**src/rtl/seg7_pkg.sv**
```systemverilog
// Shared definitions for the seg7_scan display driver: scan FSM state
// encoding, segment bit order and the active-low hex font.
package seg7_pkg;

  // Scan FSM states: dark, anodes-off guard interval, digit driven
  typedef enum logic [1:0] {
    ST_IDLE  = 2'd0,
    ST_BLANK = 2'd1,
    ST_SHOW  = 2'd2
  } scan_state_t;

  // Segment bit order on the seg bus, MSB first: {g,f,e,d,c,b,a}
  typedef struct packed {
    logic g;
    logic f;
    logic e;
    logic d;
    logic c;
    logic b;
    logic a;
  } seg_bits_t;

  // All segments dark (active-low)
  localparam logic [6:0] SEG_OFF = 7'h7F;

  // Active-low hex font, 0-F, with lowercase b and d
  localparam seg_bits_t HEX_FONT [16] = '{
    7'h40, 7'h79, 7'h24, 7'h30,
    7'h19, 7'h12, 7'h02, 7'h78,
    7'h00, 7'h10, 7'h08, 7'h03,
    7'h46, 7'h21, 7'h06, 7'h0E
  };

endpackage

```
**src/rtl/seg7_hex_decode.sv**
```systemverilog
// Combinational nibble to active-low 7-segment pattern lookup.
module seg7_hex_decode
  import seg7_pkg::*;
(
  input  logic [3:0] nibble,
  output logic [6:0] seg
);

  // Font table lookup
  always_comb begin
    seg = HEX_FONT[nibble];
  end

endmodule

```
**src/rtl/seg7_scan.sv**
```systemverilog
// Time-multiplexed 7-segment display driver. Advances one digit on every
// edge of the divided scan clock, blanks the anodes for BLANK_CYC cycles
// around each digit change and latches the displayed value once per frame.
// Optional build macro SEG7_LZ_BLANK_EN suppresses leading-zero digits.
module seg7_scan
  import seg7_pkg::*;
#(
  parameter int DIGITS    = 4,
  parameter int BLANK_CYC = 2
) (
  input  logic                clk,
  input  logic                rst,
  input  logic                enable,
  input  logic                scan_clk,
  input  logic [4*DIGITS-1:0] value,
  input  logic [DIGITS-1:0]   dp_in,
  output logic [DIGITS-1:0]   an,
  output logic [6:0]          seg,
  output logic                dp,
  output logic                frame_start
);

  localparam int IDX_W  = $clog2(DIGITS);
  localparam int BCNT_W = (BLANK_CYC > 1) ? $clog2(BLANK_CYC) : 1;
  localparam logic [IDX_W-1:0]  IDX_LAST  = IDX_W'(DIGITS - 1);
  localparam logic [BCNT_W-1:0] BCNT_LAST = BCNT_W'((BLANK_CYC > 0) ? BLANK_CYC - 1 : 0);

  scan_state_t         state_q, state_d;
  logic [IDX_W-1:0]    idx_q, idx_d;
  logic [BCNT_W-1:0]   bcnt_q, bcnt_d;
  logic                scan_q;
  logic [4*DIGITS-1:0] shadow_val_q, shadow_val_d;
  logic [DIGITS-1:0]   shadow_dp_q, shadow_dp_d;
  logic [DIGITS-1:0]   an_q, an_d;
  logic [6:0]          seg_q, seg_d;
  logic                dp_q, dp_d;
  logic                frame_start_q, frame_start_d;

  logic                tick;
  logic                wrap;
  logic [IDX_W-1:0]    idx_next;
  logic [3:0]          nib_d;
  logic                dp_sel;
  logic                show_d;
  logic                lz_blank;
  logic [6:0]          font_seg;

  // Scan FSM next state: digit stepping, blank timing and per-frame latch
  always_comb begin
    tick          = scan_clk ^ scan_q;
    wrap          = (idx_q == IDX_LAST);
    idx_next      = wrap ? '0 : idx_q + 1'b1;
    state_d       = state_q;
    idx_d         = idx_q;
    bcnt_d        = bcnt_q;
    shadow_val_d  = shadow_val_q;
    shadow_dp_d   = shadow_dp_q;
    frame_start_d = 1'b0;
    if (!enable) begin
      state_d = ST_IDLE;
      idx_d   = '0;
      bcnt_d  = '0;
    end else begin
      case (state_q)
        ST_IDLE: begin
          shadow_val_d  = value;
          shadow_dp_d   = dp_in;
          frame_start_d = 1'b1;
          idx_d         = '0;
          bcnt_d        = '0;
          state_d       = (BLANK_CYC == 0) ? ST_SHOW : ST_BLANK;
        end
        ST_BLANK: begin
          if (tick) begin
            idx_d  = idx_next;
            bcnt_d = '0;
            if (wrap) begin
              shadow_val_d  = value;
              shadow_dp_d   = dp_in;
              frame_start_d = 1'b1;
            end
          end else if (bcnt_q == BCNT_LAST) begin
            state_d = ST_SHOW;
          end else begin
            bcnt_d = bcnt_q + 1'b1;
          end
        end
        ST_SHOW: begin
          if (tick) begin
            idx_d   = idx_next;
            bcnt_d  = '0;
            state_d = (BLANK_CYC == 0) ? ST_SHOW : ST_BLANK;
            if (wrap) begin
              shadow_val_d  = value;
              shadow_dp_d   = dp_in;
              frame_start_d = 1'b1;
            end
          end
        end
        default: begin
          state_d = ST_IDLE;
          idx_d   = '0;
          bcnt_d  = '0;
        end
      endcase
    end
  end

  // Font lookup on the nibble that will be shown after this edge
  seg7_hex_decode u_decode (
    .nibble (nib_d),
    .seg    (font_seg)
  );

  // Output decode from next-state values so outputs align with state entry
  always_comb begin
    nib_d  = '0;
    dp_sel = 1'b0;
    for (int i = 0; i < DIGITS; i++) begin
      if (idx_d == IDX_W'(i)) begin
        nib_d  = shadow_val_d[4*i +: 4];
        dp_sel = shadow_dp_d[i];
      end
    end
`ifdef SEG7_LZ_BLANK_EN
    begin
      logic [IDX_W-1:0] msd;
      msd = '0;
      for (int i = 1; i < DIGITS; i++) begin
        if (shadow_val_d[4*i +: 4] != 4'h0) begin
          msd = IDX_W'(i);
        end
      end
      lz_blank = (idx_d > msd);
    end
`else
    lz_blank = 1'b0;
`endif
    show_d = (state_d == ST_SHOW);
    an_d   = '1;
    for (int i = 0; i < DIGITS; i++) begin
      if (show_d && (idx_d == IDX_W'(i))) begin
        an_d[i] = 1'b0;
      end
    end
    seg_d = (show_d && !lz_blank) ? font_seg : SEG_OFF;
    dp_d  = show_d ? ~dp_sel : 1'b1;
  end

  // State and registered outputs, synchronous reset
  always_ff @(posedge clk) begin
    if (rst) begin
      state_q       <= ST_IDLE;
      idx_q         <= '0;
      bcnt_q        <= '0;
      scan_q        <= 1'b0;
      shadow_val_q  <= '0;
      shadow_dp_q   <= '0;
      an_q          <= '1;
      seg_q         <= SEG_OFF;
      dp_q          <= 1'b1;
      frame_start_q <= 1'b0;
    end else begin
      state_q       <= state_d;
      idx_q         <= idx_d;
      bcnt_q        <= bcnt_d;
      scan_q        <= scan_clk;
      shadow_val_q  <= shadow_val_d;
      shadow_dp_q   <= shadow_dp_d;
      an_q          <= an_d;
      seg_q         <= seg_d;
      dp_q          <= dp_d;
      frame_start_q <= frame_start_d;
    end
  end

  assign an          = an_q;
  assign seg         = seg_q;
  assign dp          = dp_q;
  assign frame_start = frame_start_q;

endmodule

```
**config.mk**
```make
export PLATFORM = sky130hd
export DESIGN_NAME = seg7_scan
export DESIGN_NICKNAME = d
export VERILOG_FILES = /design/src/rtl/seg7_pkg.sv /design/src/rtl/seg7_hex_decode.sv /design/src/rtl/seg7_scan.sv
export SDC_FILE = /design/constraint.sdc
export NUM_CORES = 1
export LEC_CHECK = 0
export BUFFER_PORTS_ARGS = -buffer_cell sky130_fd_sc_hd__buf_4
export CAP_MARGIN = 0
export CORE_UTILIZATION = 55
export CTS_CLUSTER_DIAMETER = 50
export CTS_CLUSTER_SIZE = 40
export DETAILED_ROUTE_END_ITERATION = 10
export HOLD_SLACK_MARGIN = 0.05
export PLACE_DENSITY_LB_ADDON = 0.2
export SETUP_SLACK_MARGIN = 0.05
export SLEW_MARGIN = 0
export SYNTH_ARGS = -nofsm -noshare
export SYNTH_HDL_FRONTEND = slang
export SYNTH_SLANG_ARGS = --single-unit
```
**constraint.sdc**
```tcl
create_clock -name clk -period 3.2 [get_ports clk]
set_clock_uncertainty 0.1 [all_clocks]
set_input_delay 0.16 -clock clk [delete_from_list [all_inputs] [get_ports clk]]
set_output_delay 0.16 -clock clk [all_outputs]
set_load 0.02 [all_outputs]
```
# Word level (Yosys, flattened, before mapping)
# Memories as Yosys holds them, arrays and structs flattened. A register that Yosys moved wholly into a read port is not among the register bits.
# Index checks and enable logic that the tools add are counted.
[totals] ff_bits=32 mem_bits_ro=112 input_bits=24 wordCells=70 mem_count=1
[classes] addsub=2 n_eq_ne=8 n_mux=36 n_bitwise=5 reduce_logical=9
[mem_list] name="(name not given)" words=16 width=7 rd=1 rd_clocked_by_memory_dff=1 wr=0 line_no="seg7_hex_decode.sv:11" source="seg = HEX_FONT[nibble];"
[ops] cell="$mux 16" count=3
[ops] cell="$pmux 16 s2" count=1
[ops] cell="$mux 4" count=7
[ops] cell="$mux 2" count=8
[ops] cell="$mux 1" count=13
[ops] cell="$eq 2x2->1 const B" count=5
[ops] cell="$pmux 4 s2" count=1
[ops] cell="$pmux 2 s3" count=1
[ops] cell="$reduce_or 2->1" count=3
[ops] cell="$not 4->5" count=1
[ops] cell="$eq 2x1->1 const B" count=2
[ops] cell="$logic_and 1x1->1" count=4
[ops] cell="$logic_not 2->1" count=2
[ops] cell="$pmux 1 s2" count=2
[ops] cell="$not 1->1" count=3
[ops] cell="$add 2x1->2 const B" count=1
[ops] cell="$ne 2x2->1 const B" count=1
[ops] cell="$add 1x1->1 const B" count=1
[ops] cell="$xor 1x1->1" count=1

# Longest topological paths before layout
[depth] word_depth=11 ltp_mapped=13 depth_no_buf=12

# Hierarchy
# Synthesis repeated with hierarchy kept, for this count alone.
[unflattened] hier_cells=194 hier_area_um2=1913.1
[modules_own_cells] mod="seg7_scan" n_inst=1 cells_per_inst=161 area_per_inst_um2=1644.1 seq_area_each_um2=780.7
[modules_own_cells] mod="seg7_hex_decode" n_inst=1 cells_per_inst=33 area_per_inst_um2=269.0 seq_area_each_um2=0.0

# Least setup slack after synthesis
# Ideal clock, no wire load.
[synth_timing] kind="register to register" start="reg state_q[0]" end="reg seg_q[0], in the netlist seg[0]" setup_ns=0.131 arrival_ns=2.618 path_slack_ns=0.351 path_stages_with_launch=14 path_buffers=2 synth_period_minus_slack_ns=2.849 path_cell_list="dfxtp_1 inv_1 ha_1 clkbuf_1 a41o_1 buf_2 a22oi_1 mux2_2 nor2_1 nor2_1 inv_1 ha_1 nor4_1 a211oi_2"
[synth_via] elab_chain_cells=10
[synth_rtl] item="start: declaration" line_no="seg7_scan.sv:28" source="scan_state_t state_q, state_d;"
[synth_rtl] item="start signal: assignment" line_no="seg7_scan.sv:164" source="state_q <= state_d;"
[synth_rtl] item="$eq 2x2->1 or $eq 2x1->1 (tied branches)" line_no="seg7_scan.sv:64" source="case (state_q)"
[synth_rtl] item="$reduce_or 2->1 (no line)"
[synth_rtl] item="$mux 2"
[synth_rtl] item="$mux 2" line_no="seg7_scan.sv:59" source="if (!enable) begin"
[synth_rtl] item="$logic_not 2->1" line_no="seg7_scan.sv:120" source="if (idx_d == IDX_W'(i)) begin"
[synth_rtl] item="$mux 4 (4 in a row)" line_no="seg7_scan.sv:120"
[synth_rtl] item="$not 4->5 (not written as such)" line_no="seg7_hex_decode.sv:11"
[synth_rtl] item="end: declaration" line_no="seg7_scan.sv:35" source="logic [6:0] seg_q, seg_d;"
# Parallel ways exist; a longest one is shown, timed or not.
# A chain may end at the register's enable or synchronous reset.

# Worst setup path after layout
[layout_timing] start="reg state_q[1]" end="reg seg_q[4], in the netlist seg[4]"
# The elaborated chain is that of the path after synthesis.

==> summary.txt <==
H-tree levels: 2
Clk pin slew, worst setup/hold paths: 0.08 ns
Synth cell types: 47
Pre-antenna DRT Iters: 4
Mapped Cells: 207
Initial Utilization: 59.3%
PwrDens: 429 mW/mm2
Buffer count from post-CTS setup fixing: 0
Port Buffers: 36
Delay-heaviest family, CP: multiplexers
# diodes: 0
Fin. max-slew vios: 0
GRT Util Overall: 24.9%
Die Span Y: 62.9 um
Iteration-0 DRC Markers: 107
Max VDD drop: 302 uV
# DRC: 0
Largest net degree at the start of global routing: 28
Post-synth EDFFs: 0
Fillers: 231
Row count: 21
Leak: 1.14 nW
Boundary Pins: 37
First-pass GRT wire length: 7820 um
Class of the most critical setup path: flop to flop
Post-Syn Area per Cell: 9.85 um2
Total CTS buffers: 5
Vias per std cell: 5.75
Post-synth top area share: 38.3%
Placeable Area: 0.00344 mm2
Routed Wire Length: 4650 um
Max-slew headroom: 32.0%
Initial antenna violation count: 0
WP buf/inv: 2
Clock root cell: clkbuf_8
Most frequent cells after synthesis: dfxtp_1 (39), nor2_1 (30), a22oi_1 (17), ha_1 (12), mux2i_1 (12)
Least-Margin Pin Slew: 1.01 ns
GRT Residual Overflow: 0
Mapped Area: 0.00204 mm2
Layout Nets: 298
Synth top area cells: dfxtp_1 (38%), ha_1 (7.4%), a22oi_1 (6.3%)
Final Cell Area: 0.00265 mm2
Die footprint: 0.00396 mm2
Async set-reset flop share out of synthesis: 0%
CTS Sinks: 39
Min Clock Period, post-route: 3.03 ns
Leading area contributor after synthesis: dfxtp_1
Setup TNS: 0 ns
Max incr delay on CP: 0.53 ns
Final Wtd Congestion: 0.770
Worst EP arrival: 3.14 ns
Crit. End Element: flop
Dpl cell area: 0.00235 mm2
WL per Instance: 15.0 um
TritonCTS clock tree: yes
Vias: 1778
Share of layout cells above drive strength 1: 29.3%
Sequential element share of the synthesized area: 38.3%
Count leader, synth: dfxtp_1
Part of the cycle the worst path needs: 94.7%
Ys flop type: dfxtp_1
Max FO, Critical Path: 7
Critical Path RT: 3.31 ns
Synth warn: 0
Max stage delay cell, worst path: mux2i_1
RSZ-0062 raised after global routing: yes
Outcome: finished clean
CP Launch Type: flop
Final Hold Violating Endpoints: 0
Most used cell, CP: nand2_1
Fmax: 330 MHz
Final setup fails: 0
P&R area growth vs syn: 30.1%
DIE WIDTH: 62.9 um
Syn_nets: 243
Vias in the first global route: 1762
Hold Crit Class: input port to flop
Seq cells post-synth: 39
Hpwl dp: 3180 um
Crit-path cells: inv_1 > ha_1 > buf_4 > nand2_1 > nor2_1 > mux2_2 > mux2i_1 > nand2_1 > o221ai_1
Worst-Skew Late Latency: 0.30 ns
Routed Antenna Nets: 0
Max-Cap Viols: 0
Clock buffer depth: 2
==> stage by stage <==
step	hold WS (ns)	power, mW	utilization (%)	std cells	setup slack, ns
3_3_place_gp	0.313	0.708	68.2	285	0.286
2_1_floorplan	0.188	0.657	-	207	0.351
3_5_place_dp	0.322	0.710	68.2	285	0.217
6_report	0.0594	1.14	77.1	309	0.170
4_1_cts	0.0521	1.13	76.1	309	0.116
5_1_grt	0.0671	1.18	77.1	309	-0.0278
==> per-layer routing <==
layer	part of all wire (%)	routed length (um)	up-vias	GRT usage, %
met5	0	0	-	0
met4	1.1	53	0	6.98
met3	4.6	213	7	5.11
met2	48	2240	54	42.7
met1	46	2140	852	31.1
li1	-	-	865	-
==> logic make-up after synthesis <==
| group | count (synthesis) | synth area share, % |
|---|---|---|
| and+or+nand+nor | 66 | 16.9 |
| buffers and inverters | 17 | 4.66 |
| xor gates and xnor gates | 3 | 1.66 |
| AOI/OAI and AO/OA | 49 | 20.1 |
| muxes | 21 | 11.0 |
| adders and majority gates | 12 | 7.36 |
| DFF | 39 | 38.3 |
==> cell usage in the layout, fill, tap and decap left out, types with 2 or more instances in the layout <==
cell type,instances
o221ai_1,3
buf_4,43
nor2_1,30
nor3_1,6
o21ai_0,2
nand3_2,3
a21oi_1,4
a22o_1,3
nand3_1,7
and2_1,4
clkbuf_8,5
a22oi_1,17
mux2_2,8
inv_1,6
mux2i_1,12
nand2_1,8
ha_1,11
dlygate4sd3_1,16
a221oi_1,3
dfxtp_1,39
a211oi_1,2
==> flip-flops by register name, summed over array words and instances, names as in the netlist <==
signal and count:
an 4, bcnt_q 1, dp 1, frame_start 1, idx_q 2, scan_q 1
seg 7, shadow_dp_q 4, shadow_val_q 16, state_q 2
==> worst register-to-register path, stage by stage (launching register included) <==
cell and delay (ns):
dfxtp_1 0.42, inv_1 0.09, ha_1 0.34, buf_4 0.16, nand2_1 0.10, nor2_1 0.47, mux2_2 0.42, mux2i_1 0.53
nand2_1 0.12, o221ai_1 0.19
==> power breakdown <==
part | switching, mW | total [mW] | internal [mW] | leakage, nW
sequential | 0.00748 | 0.510 | 0.503 | 0.319
combinational | 0.112 | 0.214 | 0.102 | 0.759
clock | 0.181 | 0.413 | 0.232 | 0.0581
total | 0.300 | 1.14 | 0.836 | 1.14
==> final timing paths <==
path,from,end,slack (ns),cells past startpoint
hold reg to reg,shadow_val_q[6],shadow_val_q[6],0.40,2
hold / removal,value[7],shadow_val_q[7],0.06,3
setup reg to reg,state_q[1],seg[4],0.17,9
setup / recovery,state_q[1],seg[4],0.17,9
==> what timing repair did <==
item,in CTS,in global routing
hold buffers,16,0
hold endpoints to repair,16,0
setup endpoints to repair,0,5
resized for setup,0,6
==> area by class of cell <==
class	count	area [um2]	share of cell area [%]
Tap cell	46	57.6	2.17
Clock buffer	5	68.8	2.59
Multi-Input combinational cell	151	1200	45.1
Clock inverter	3	43.8	1.65
Timing Repair Buffer	59	483	18.2
Inverter	6	22.5	0.849
Sequential cell	39	781	29.4
(Power assumes the default switching activity.)
